$ cat src/rtl/magma_pkg.sv
// Shared constants, state encoding, S-boxes and round-key schedule for the Magma engine.
package magma_pkg;

    localparam int ROUNDS  = 32;
    localparam int BLOCK_W = 64;
    localparam int KEY_W   = 256;

    typedef enum logic [1:0] {
        ST_IDLE,
        ST_RUN,
        ST_DONE
    } state_t;

    // SBOX[i][v] substitutes nibble i (bits 4i+3:4i) of value v.
    localparam logic [3:0] SBOX [8][16] = '{
        '{4'hC, 4'h4, 4'h6, 4'h2, 4'hA, 4'h5, 4'hB, 4'h9, 4'hE, 4'h8, 4'hD, 4'h7, 4'h0, 4'h3, 4'hF, 4'h1},
        '{4'h6, 4'h8, 4'h2, 4'h3, 4'h9, 4'hA, 4'h5, 4'hC, 4'h1, 4'hE, 4'h4, 4'h7, 4'hB, 4'hD, 4'h0, 4'hF},
        '{4'hB, 4'h3, 4'h5, 4'h8, 4'h2, 4'hF, 4'hA, 4'hD, 4'hE, 4'h1, 4'h7, 4'h4, 4'hC, 4'h9, 4'h6, 4'h0},
        '{4'hC, 4'h8, 4'h2, 4'h1, 4'hD, 4'h4, 4'hF, 4'h6, 4'h7, 4'h0, 4'hA, 4'h5, 4'h3, 4'hE, 4'h9, 4'hB},
        '{4'h7, 4'hF, 4'h5, 4'hA, 4'h8, 4'h1, 4'h6, 4'hD, 4'h0, 4'h9, 4'h3, 4'hE, 4'hB, 4'h4, 4'h2, 4'hC},
        '{4'h5, 4'hD, 4'hF, 4'h6, 4'h9, 4'h2, 4'hC, 4'hA, 4'hB, 4'h7, 4'h8, 4'h1, 4'h4, 4'h3, 4'hE, 4'h0},
        '{4'h8, 4'hE, 4'h2, 4'h5, 4'h6, 4'h9, 4'h1, 4'hC, 4'hF, 4'h4, 4'hB, 4'h0, 4'hD, 4'hA, 4'h3, 4'h7},
        '{4'h1, 4'h7, 4'hE, 4'hD, 4'h0, 4'h5, 4'h8, 4'h3, 4'h4, 4'hF, 4'hA, 4'h6, 4'h9, 4'hC, 4'hB, 4'h2}
    };

    // Keys run forward (K1..K8 repeated) until the limit, then backward K8..K1.
    function automatic logic [2:0] key_idx(input logic [4:0] round, input logic decrypt);
        logic [4:0] fwd_limit;
        fwd_limit = decrypt ? 5'd8 : 5'd24;
        return (round < fwd_limit) ? round[2:0] : ~round[2:0];
    endfunction

endpackage

$ cat src/rtl/magma_round.sv
// One combinational Magma Feistel round; the last round skips the half swap.
module magma_round
    import magma_pkg::*;
(
    input  logic [31:0] a1,
    input  logic [31:0] a0,
    input  logic [31:0] k,
    input  logic        last,
    output logic [31:0] a1_n,
    output logic [31:0] a0_n
);

    logic [31:0] t;
    logic [31:0] s;
    logic [31:0] g;

    always_comb begin
        t = a0 + k;
        for (int i = 0; i < 8; i++) begin
            s[4*i +: 4] = SBOX[i][t[4*i +: 4]];
        end
        g = {s[20:0], s[31:21]};
        if (last) begin
            a1_n = g ^ a1;
            a0_n = a0;
        end else begin
            a1_n = a0;
            a0_n = g ^ a1;
        end
    end

endmodule

$ cat src/rtl/magma_core.sv
// Magma block engine, RPC rounds per clock, valid/ready on both sides.
// Optional MAGMA_KEY_ZEROIZE_EN clears key and state on the output handshake.
module magma_core
    import magma_pkg::*;
#(
    parameter int RPC     = 1,
    parameter int OUT_REG = 1
) (
    input  logic               clk,
    input  logic               reset,
    input  logic               in_valid,
    output logic               in_ready,
    input  logic               decrypt,
    input  logic [BLOCK_W-1:0] data_in,
    input  logic [KEY_W-1:0]   key,
    output logic               out_valid,
    input  logic               out_ready,
    output logic [BLOCK_W-1:0] data_out,
    output logic               busy
);

    if (!(RPC == 1 || RPC == 2 || RPC == 4 || RPC == 8)) begin : g_bad_rpc
        $error("magma_core: RPC must be 1, 2, 4 or 8");
    end

    state_t           state_q, state_d;
    logic [31:0]      a1_q, a0_q;
    logic [KEY_W-1:0] key_q;
    logic             dec_q;
    logic [5:0]       cnt_q, cnt_nxt;
    logic             last_step;
    logic             accept;
    logic [31:0]      a1_run, a0_run;

    assign cnt_nxt   = cnt_q + 6'(RPC);
    assign last_step = (cnt_nxt == 6'(ROUNDS));

    // NOTE: registers use non-blocking assignment so every flop samples pre-edge values.
    always_ff @(posedge clk or posedge reset) begin
        if (reset) state_q <= ST_IDLE;
        else       state_q <= state_d;
    end

    // NOTE: every output gets a default first so no branch can infer a latch.
    always_comb begin
        state_d   = state_q;
        in_ready  = 1'b0;
        out_valid = 1'b0;
        busy      = 1'b0;
        accept    = 1'b0;
        case (state_q)
            ST_IDLE: begin
                in_ready = !reset;
                accept   = in_valid;
                if (in_valid) state_d = ST_RUN;
            end
            ST_RUN: begin
                busy = 1'b1;
                if (last_step) state_d = ST_DONE;
            end
            ST_DONE: begin
                busy      = 1'b1;
                out_valid = 1'b1;
                if (out_ready) state_d = ST_IDLE;
            end
            default: state_d = ST_IDLE;
        endcase
    end

    // Round chain: stage j handles round cnt_q + j within the same cycle.
    for (genvar j = 0; j < RPC; j++) begin : g_rnd
        logic [31:0] a1_i, a0_i, a1_o, a0_o, rk;
        logic [4:0]  r;
        logic [2:0]  idx;
        if (j == 0) begin : g_first
            assign a1_i = a1_q;
            assign a0_i = a0_q;
        end else begin : g_next
            assign a1_i = g_rnd[j-1].a1_o;
            assign a0_i = g_rnd[j-1].a0_o;
        end
        assign r   = cnt_q[4:0] + 5'(j);
        assign idx = key_idx(r, dec_q);
        assign rk  = key_q[32*(7-int'(idx)) +: 32];
        magma_round u_round (
            .a1   (a1_i),
            .a0   (a0_i),
            .k    (rk),
            .last (r == 5'd31),
            .a1_n (a1_o),
            .a0_n (a0_o)
        );
    end

    assign a1_run = g_rnd[RPC-1].a1_o;
    assign a0_run = g_rnd[RPC-1].a0_o;

    always_ff @(posedge clk or posedge reset) begin
        if (reset) begin
            a1_q  <= '0;
            a0_q  <= '0;
            key_q <= '0;
            dec_q <= 1'b0;
            cnt_q <= '0;
        end else if (accept) begin
            a1_q  <= data_in[63:32];
            a0_q  <= data_in[31:0];
            key_q <= key;
            dec_q <= decrypt;
            cnt_q <= '0;
        end else if (state_q == ST_RUN) begin
            a1_q  <= a1_run;
            a0_q  <= a0_run;
            cnt_q <= cnt_nxt;
`ifdef MAGMA_KEY_ZEROIZE_EN
        end else if (state_q == ST_DONE && out_ready) begin
            a1_q  <= '0;
            a0_q  <= '0;
            key_q <= '0;
`endif
        end
    end

    if (OUT_REG != 0) begin : g_out_reg
        logic [BLOCK_W-1:0] dout_q;
        always_ff @(posedge clk or posedge reset) begin
            if (reset) begin
                dout_q <= '0;
            end else if (state_q == ST_RUN && last_step) begin
                dout_q <= {a1_run, a0_run};
`ifdef MAGMA_KEY_ZEROIZE_EN
            end else if (state_q == ST_DONE && out_ready) begin
                dout_q <= '0;
`endif
            end
        end
        assign data_out = dout_q;
    end else begin : g_out_comb
        assign data_out = {a1_q, a0_q};
    end

endmodule

$ cat config.mk
export PLATFORM = sky130hd
export DESIGN_NAME = magma_core
export DESIGN_NICKNAME = d
export VERILOG_FILES = /design/src/rtl/magma_pkg.sv /design/src/rtl/magma_round.sv /design/src/rtl/magma_core.sv
export SDC_FILE = /design/constraint.sdc
export NUM_CORES = 1
export LEC_CHECK = 0
export CAP_MARGIN = 20
export CORE_MARGIN = 4
export CORE_UTILIZATION = 28
export DETAILED_ROUTE_END_ITERATION = 12
export SYNTH_ARGS = -nofsm -noshare
export SYNTH_HDL_FRONTEND = slang
export SYNTH_HIERARCHICAL = 1
export SYNTH_SLANG_ARGS = --single-unit
export TNS_END_PERCENT = 1
$ cat constraint.sdc
create_clock -name clk -period 38.1 [get_ports clk]
set_input_delay 7.62 -clock clk [delete_from_list [all_inputs] [get_ports clk]]
set_output_delay 7.62 -clock clk [all_outputs]
set_load 0.05 [all_outputs]
### After elaboration in Yosys (flattened, before gate mapping)

Memories as Yosys holds them, arrays and structs flattened.
Cells that the tools add are included.
W data, S select, Z words.

* bits in registers: 393
* ROM bits: 512
* bits of input ports: 325
* output and inout bits: 67
* word-level logic and storage cells: 85
* memories: 8

Memory list
* (no name shown): words 16, bits a word 4, read ports 1, clocked after Yosys merged registers in 0, write ports 0, line magma_round.sv:20 `s[4*i +: 4] = SBOX[i][t[4*i +: 4]];`
* (no name shown): words 16, bits a word 4, read ports 1, clocked after Yosys merged registers in 0, write ports 0, line magma_round.sv:20
* (no name shown): words 16, bits a word 4, read ports 1, clocked after Yosys merged registers in 0, write ports 0, line magma_round.sv:20
* (no name shown): words 16, bits a word 4, read ports 1, clocked after Yosys merged registers in 0, write ports 0, line magma_round.sv:20
* (no name shown): words 16, bits a word 4, read ports 1, clocked after Yosys merged registers in 0, write ports 0, line magma_round.sv:20
* (no name shown): words 16, bits a word 4, read ports 1, clocked after Yosys merged registers in 0, write ports 0, line magma_round.sv:20
* +2 memories

* $add $sub $neg: 3
* $lt $le $gt $ge: 9
* equality and inequality tests: 7
* shifts and indexed selects: 1
* multiplexer cells: 34
* bitwise gates (word level): 10
* reductions and logical operators: 6

Operators with widths (number)
* $shiftx A256 B9 Y32: 1
* $mux W32: 6
* $mux W4: 16
* $ge A5 B5 Y1 const B: 8
* $not A4 Y5: 8
* $add A32 B32 Y32: 1
* $xor A32 B32 Y32: 1
* $mux W6: 2
* $add A6 B1 Y6 const B: 1
* $eq A6 B6 Y1 const B: 1
* $mux W2: 3
* $ne A2 B2 Y1 const B: 3
* $pmux W2 S3: 1
* $eq A5 B5 Y1 const B: 1
* $lt A5 B5 Y1: 1
* $mux W5: 1
* $mux W1: 4
* $sub A3 B3 Y4 const A: 1
* $mux W3: 1
* $not A3 Y3: 1
* $reduce_and A3 Y1: 1
* $eq A2 B1 Y1 const B: 1
* $eq A2 B2 Y1 const B: 1
* $logic_not A2 Y1: 1
* 4 further kinds: 4

### Longest topological paths before layout

Gate-level depths: netlist of run 1.

* depth in word-level cells: 14
* mapped depth: 27
* depth with buffers taken out: 25

### Cells and area by module

The synthesis of run 1 kept the hierarchy.

By module, submodules not included
* magma_core: times used 1, cells each 2027, area each 18585.3 um^2, seq. area each 9834.4 um^2
* magma_round: times used 1, cells each 645, area each 4728.3 um^2, seq. area each 0.0 um^2

### Worst setup path after synthesis of run 1

No wires, ideal clock.

* path kind: input-to-output
* start point: input reset
* end point: output in_ready
* arrival time: 8.265 ns
* data required time: 30.480 ns
* setup slack: 22.215 ns
* stages on the path: 1
* path buffers: 0
* cell sequence: nor2_1

* cells in the longest elaborated chain, start to end: 2

Ends and longest elaborated chain
* start: declaration: line magma_core.sv:10 `input logic reset,`
* $logic_not A1 Y1 (no line)
* $mux W1: line magma_core.sv:51 `case (state_q)`
* end: declaration: line magma_core.sv:12 `output logic in_ready,`

Every way passes these cells.

### Worst setup path in the final report of run 1

Ends and elaborated chain as after synthesis.

==> out/qor.txt, run 1 <==
YS warnings -> 6
Async SR Flop Fraction -> 100%
Synth top area share -> 42.2%
CP peak stage delay -> 0.82 ns
Final min period -> 16.74 ns
vias in the first global route -> 19700
Port-buffer cells -> 391
vias per cell -> 4.94
Setup TNS -> 0 ns
dominant synthesized flop cell -> dfrtp_1
largest net degree at the start of global routing -> 193
crit path buf inv count -> 2
commonest non-fill, non-tap cell in the layout -> nand2_1
Root Driver -> clkbuf_16
clock skew -> 0.0282 ns
largest family of logic cells by synthesized area -> simple AND/OR/NAND/NOR gates
Clock transition at path regs -> 0.07 ns
syn nets -> 3074
layout cells sized above 1 -> 8.29%
Ports -> 392
pin slew with the least headroom to its limit -> 1.05 ns
# rows -> 105
Core ar. -> 82200 sq um
Slew Viols, Final -> 0
Required @ worst endpoint -> 30.48 ns
count of final setup violators -> 0
Worst-Skew Late Latency -> 0.60 ns
CTS tree -> yes
critical-path cell list -> clkdlybuf4s50_1 > nor2_1 > clkdlybuf4s50_1
DIE HEIGHT -> 297 um
slew margin rel. -> 30.0%
EDFF count, synth -> 0
GR Layer Usage met2 -> 28.7%
startpoint types -> input port
CTS Hold Buffers Added -> 0
synthesized area -> 23300 sq um
Critical Path Sink Type -> output port
Max Freq -> 59.8 MHz
Max-cap violations -> 0
# Post-CTS Setup Buffers -> 0
DRT antenna net count -> 0
critical path's top delay family -> buffers and inverters
Synth area leaders -> dfrtp_1, nand2_1, ha_1, mux2_4, mux2i_1
GR Util met1 -> 25.1%
GRT overflow -> 0
DR WL/cell -> 19.6 um
Synth Area in Compound Gates -> 14.7%
nets -> 3358
clock sink total -> 393
crit share post-route -> 43.9%
simple-gate area share of the yosys netlist -> 20.9%
drc violations -> 0
Final HPWL DP -> 57.7 mm
Starting DRT DRC Count -> 1148
initial antenna violation count -> 11
crit-path most repeated cell -> clkdlybuf4s50_1
slowest CP cell -> clkdlybuf4s50_1
Worst Path Arrival -> 9.12 ns
All-Layer GR Usage -> 17.7%
Worst Hold Class -> reg -> reg
mux share of post-synthesis cell area -> 10.5%
setup ws final -> 21.36 ns
post-synthesis adder-cell area fraction -> 4.16%
initial core utilization -> 28.3%
DRT Wirelength -> 79.8 mm
critical-path maximum fanout -> 2
area grow syn2layout -> 26.9%
count of state elements after synthesis -> 393
H-tree depth -> 2
XOR/XNOR share of the synthesized area -> 2.66%
RSZ-0062 raised after global routing -> false
WS Path Type -> in -> out
Yosys cell types -> 83
global-route wire length before repair -> 121 mm
met3 global-route usage -> 3.30%
outcome -> complete, no violations
final hold violation count -> 0
commonest cells after routing, fill and taps aside -> nand2_1, dfrtp_1, clkdlybuf4s50_1
post-cts sizing count -> 0
cell count after synthesis -> 2672
Routability Congestion -> 0.886
CTS Buf Count -> 48
cell taking the most area after synthesis -> dfrtp_1
first-pass iteration count of the detailed router -> 5
Synth Area per Inst -> 8.73 sq um
pre-CTS worst setup slack -> 21.35 ns
maximum clock path buffer count -> 3
chip width -> 297 um
layer with the highest usage -> met2
die area -> 87900 sq um
via count -> 20100
sequential area share after synthesis -> 42.2%
## cells in the mapped netlist, types with 3 or more instances
library cell  count
o21bai_1         10
nor3b_1           3
nand4_1           8
xor2_1           28
mux2_2           37
nor2_1           66
buf_2            56
o211a_1           5
or3_1             9
buf_6             6
a211oi_1          8
o21a_1            9
and2_1            7
ha_1             76
and3_1            9
clkbuf_1         97
mux2_4           61
xnor2_1          32
or2_1             4
nand2_1         939
mux2i_1          87
a21oi_1          60
o221ai_1         97
inv_1            48
a31oi_1          38
o21ai_1           6
buf_12            6
o22ai_1          68
nand3_1          11
mux4_2           11
o211ai_1         12
buf_1            10
a21o_1           14
dfrtp_1         393
nor3_1           45
a21oi_2           4
nand2b_1         33
buf_4             5
o21ai_0         158
o31ai_1           8
nor2b_1          36
## registers in the layout (all words and copies together), names as in the netlist
| register | flops |
|---|---|
| key_q | 256 |
| dec_q | 1 |
| a0_q | 32 |
| state_q | 2 |
| cnt_q | 6 |
| a1_q | 32 |
| data_out | 64 |
## path summary, 6_finish.rpt
check	from	end	slack, ns	cells past startpoint
max in group asynchronous	reset	cnt_q[0]	27.48	5
min in group asynchronous	reset	a0_q[31]	7.53	2
worst max register to register	cnt_q[4]	a0_q[7]	29.80	24
worst min-delay path	key_q[243]	key_q[243]	0.46	2
worst max-delay path	reset	in_ready	21.36	3
worst min register to register	key_q[243]	key_q[243]	0.46	2
## metal layers
layer	routed length [um]	up-vias
li1	-	9774
met1	37000	9705
met2	36600	500
met3	4880	83
met4	1240	12
met5	78	-
## worst register-to-register path: cells and delay by family (launching register included)
family	cells	cell delay, ns
AO/OA/AOI/OAI	10	3.75
adder cells (fa/ha/maj)	3	1.01
multiplexers	4	1.00
XOR/XNOR	1	0.14
AND/OR/NAND/NOR	3	0.62
buffers and inverters	3	1.17
flip-flops	1	0.44
## through the flow
| stage | utilization [%] | hold slack [ns] | area, sq um | cells |
|---|---|---|---|---|
| after floorplan | - | 0.437 | 23300 | 2672 |
| after global placement | 33.9 | 0.450 | 27900 | 3976 |
| after detailed placement | 33.9 | 0.454 | 27900 | 3976 |
| after CTS | 36.0 | 0.469 | 29600 | 4062 |
| after global routing | 36.0 | 0.486 | 29600 | 4062 |
| final | 36.0 | 0.465 | 29600 | 4067 |
## cells by family (layout without fill, tap and decap cells)
| logic type | Yosys count | count (layout) |
|---|---|---|
| other cells | 0 | 5 |
| flops | 393 | 393 |
| simple gates | 1187 | 1187 |
| fa+ha+maj | 77 | 77 |
| buf+inv | 232 | 552 |
| xor+xnor | 65 | 65 |
| compound gates | 522 | 522 |
| mux | 196 | 196 |
## layout make-up
cell class                 instances  area [sq um]
antenna                            5          12.5
clock buffer                      61          1310
clock inverter                    25           353
fill                            8447         52700
inverter                          49           191
multi-input combinational       2047         12400
sequential                       393          9840
tap                             1070          1340
timing repair buffer             417          4120
Power of run 1 is not shown: default switching activity piles up to over one toggle a cycle in this logic, so the estimate is an artifact.
==> run 2, diff against run 1 <==
==> constraint.sdc (replaced) <==
create_clock -name clk -period 16.45 [get_ports clk]
set_input_delay 3.29 -clock clk [delete_from_list [all_inputs] [get_ports clk]]
set_output_delay 3.29 -clock clk [all_outputs]
set_load 0.05 [all_outputs]
==> run 2 against run 1 <==
Effect of this change: first-iteration DRC count grew 9.7%; sequential cell count is the same; core utilization shrank 0.053 points; register-to-register slack lost 21 ns; design area shrank 0.15%; sequential share of layout area is essentially flat; die area is the same; via count is essentially flat; critical endpoint unchanged.
==> out/qor.txt, run 2 (synthesis gave the netlist of run 1 again) <==
slowest CP cell -> clkdlybuf4s50_1
outcome -> complete, no violations
Clock transition at path regs -> 0.05 ns
setup ws final -> 8.42 ns
count of final setup violators -> 0
GRT overflow -> 0
Required @ worst endpoint -> 13.16 ns
CTS tree -> yes
Critical Path Sink Type -> output port
Worst Hold Class -> reg -> reg
pin slew with the least headroom to its limit -> 1.05 ns
DRT Wirelength -> 80.1 mm
slew margin rel. -> 30.2%
critical-path cell list -> clkdlybuf4s50_1 > nor2_1 > clkdlybuf4s50_1
Setup TNS -> 0 ns
nets -> 3358
area grow syn2layout -> 26.7%
Root Driver -> clkbuf_16
Final HPWL DP -> 58.0 mm
clock skew -> 0.0230 ns
Worst-Skew Late Latency -> 0.58 ns
Core ar. -> 82200 sq um
Worst Path Arrival -> 4.74 ns
RSZ-0062 raised after global routing -> false
final hold violation count -> 0
Final min period -> 8.03 ns
commonest cells after routing, fill and taps aside -> nand2_1, dfrtp_1, clkdlybuf4s50_1
DIE HEIGHT -> 297 um
commonest non-fill, non-tap cell in the layout -> nand2_1
CTS Buf Count -> 48
maximum clock path buffer count -> 3
DR WL/cell -> 19.7 um
initial antenna violation count -> 13
Max-cap violations -> 0
DRT antenna net count -> 0
die area -> 87900 sq um
WS Path Type -> in -> out
via count -> 20100
global-route wire length before repair -> 120 mm
initial core utilization -> 28.3%
# Post-CTS Setup Buffers -> 0
first-pass iteration count of the detailed router -> 5
clock sink total -> 393
All-Layer GR Usage -> 17.7%
crit-path most repeated cell -> clkdlybuf4s50_1
# rows -> 105
crit path buf inv count -> 2
H-tree depth -> 2
layout cells sized above 1 -> 8.25%
Slew Viols, Final -> 0
critical-path maximum fanout -> 2
max FFs per register -> 256
Ports -> 392
chip width -> 297 um
startpoint types -> input port
critical path's top delay family -> buffers and inverters
crit share post-route -> 48.8%
drc violations -> 0
Starting DRT DRC Count -> 1259
Routability Congestion -> 0.876
post-cts sizing count -> 0
vias per cell -> 4.93
CP peak stage delay -> 0.81 ns
largest net degree at the start of global routing -> 180
number of fill cells -> 8474
Max Freq -> 125 MHz
Largest Register -> key_q
CTS Hold Buffers Added -> 0
pre-CTS worst setup slack -> 8.42 ns
Port-buffer cells -> 391
vias in the first global route -> 19300
==> run 2: changes by cell type in the layout (fill, tap and decap cells not counted), sizes merged <==
cell	delta
clkinv	-7
inv	+4
clkbuf	+7
bufinv	-3
diode	+4
==> run 2: layer usage <==
metal / track usage, % / up-vias / wire length, um
met2: 28.2 / 512 / 36200
met3: 3.46 / 96 / 5330
met5: 0 / - / 49
met1: 25.0 / 9682 / 37000
li1: - / 9785 / -
met4: 3.98 / 8 / 1580
==> run 2: metrics by stage <==
| step | util, % | instances | area [sq um] | hold WS, ns |
|---|---|---|---|---|
| 4_1_cts | 35.9 | 4063 | 29500 | 0.467 |
| 2_1_floorplan | - | 2672 | 23300 | 0.437 |
| 5_1_grt | 35.9 | 4065 | 29500 | 0.480 |
| 6_report | 35.9 | 4072 | 29500 | 0.464 |
| 3_3_place_gp | 33.9 | 3976 | 27900 | 0.448 |
| 3_5_place_dp | 33.9 | 3976 | 27900 | 0.453 |
==> run 2: final timing paths <==
| check | cells past startpoint | slack [ns] | to | start |
|---|---|---|---|---|
| worst max register to register | 24 | 8.72 | a1_q[7] | cnt_q[4] |
| worst min-delay path | 2 | 0.46 | key_q[243] | key_q[243] |
| min in group asynchronous | 2 | 3.31 | data_out[20] | reset |
| worst min register to register | 2 | 0.46 | key_q[243] | key_q[243] |
| max in group asynchronous | 4 | 10.70 | cnt_q[0] | reset |
| worst max-delay path | 3 | 8.42 | in_ready | reset |
==> run 2: layout make-up <==
class                           instances  area, sq um  area share (%)
Antenna cell                            9         22.5          0.0762
Tap cell                             1070         1340            4.53
Multi-Input combinational cell       2047        12400            42.0
Clock buffer                           68         1380            4.66
Clock inverter                         19          234           0.792
Inverter                               49          191           0.648
Sequential cell                       393         9840            33.3
Timing Repair Buffer                  417         4120            14.0
==> run 2: worst reg2reg max path, stage by stage (launching register included) <==
cell and delay, ns:
dfrtp_1 0.44, ha_1 0.34, a21oi_4 0.57, buf_4 0.57
nor2_1 0.20, a21oi_4 0.26, buf_4 0.41, o221ai_1 0.30
o22ai_1 0.33, ha_1 0.37, a21oi_1 0.21, o21bai_1 0.09
a21oi_1 0.38, o21ai_0 0.17, or3_2 0.44, o211ai_1 0.56
inv_1 0.19, ha_1 0.24, or2_2 0.28, mux2_2 0.26
mux2i_1 0.30, xnor2_1 0.14, mux2_2 0.29, mux2i_1 0.15
o21ai_0 0.09
Power of run 2 is left out for the same reason.
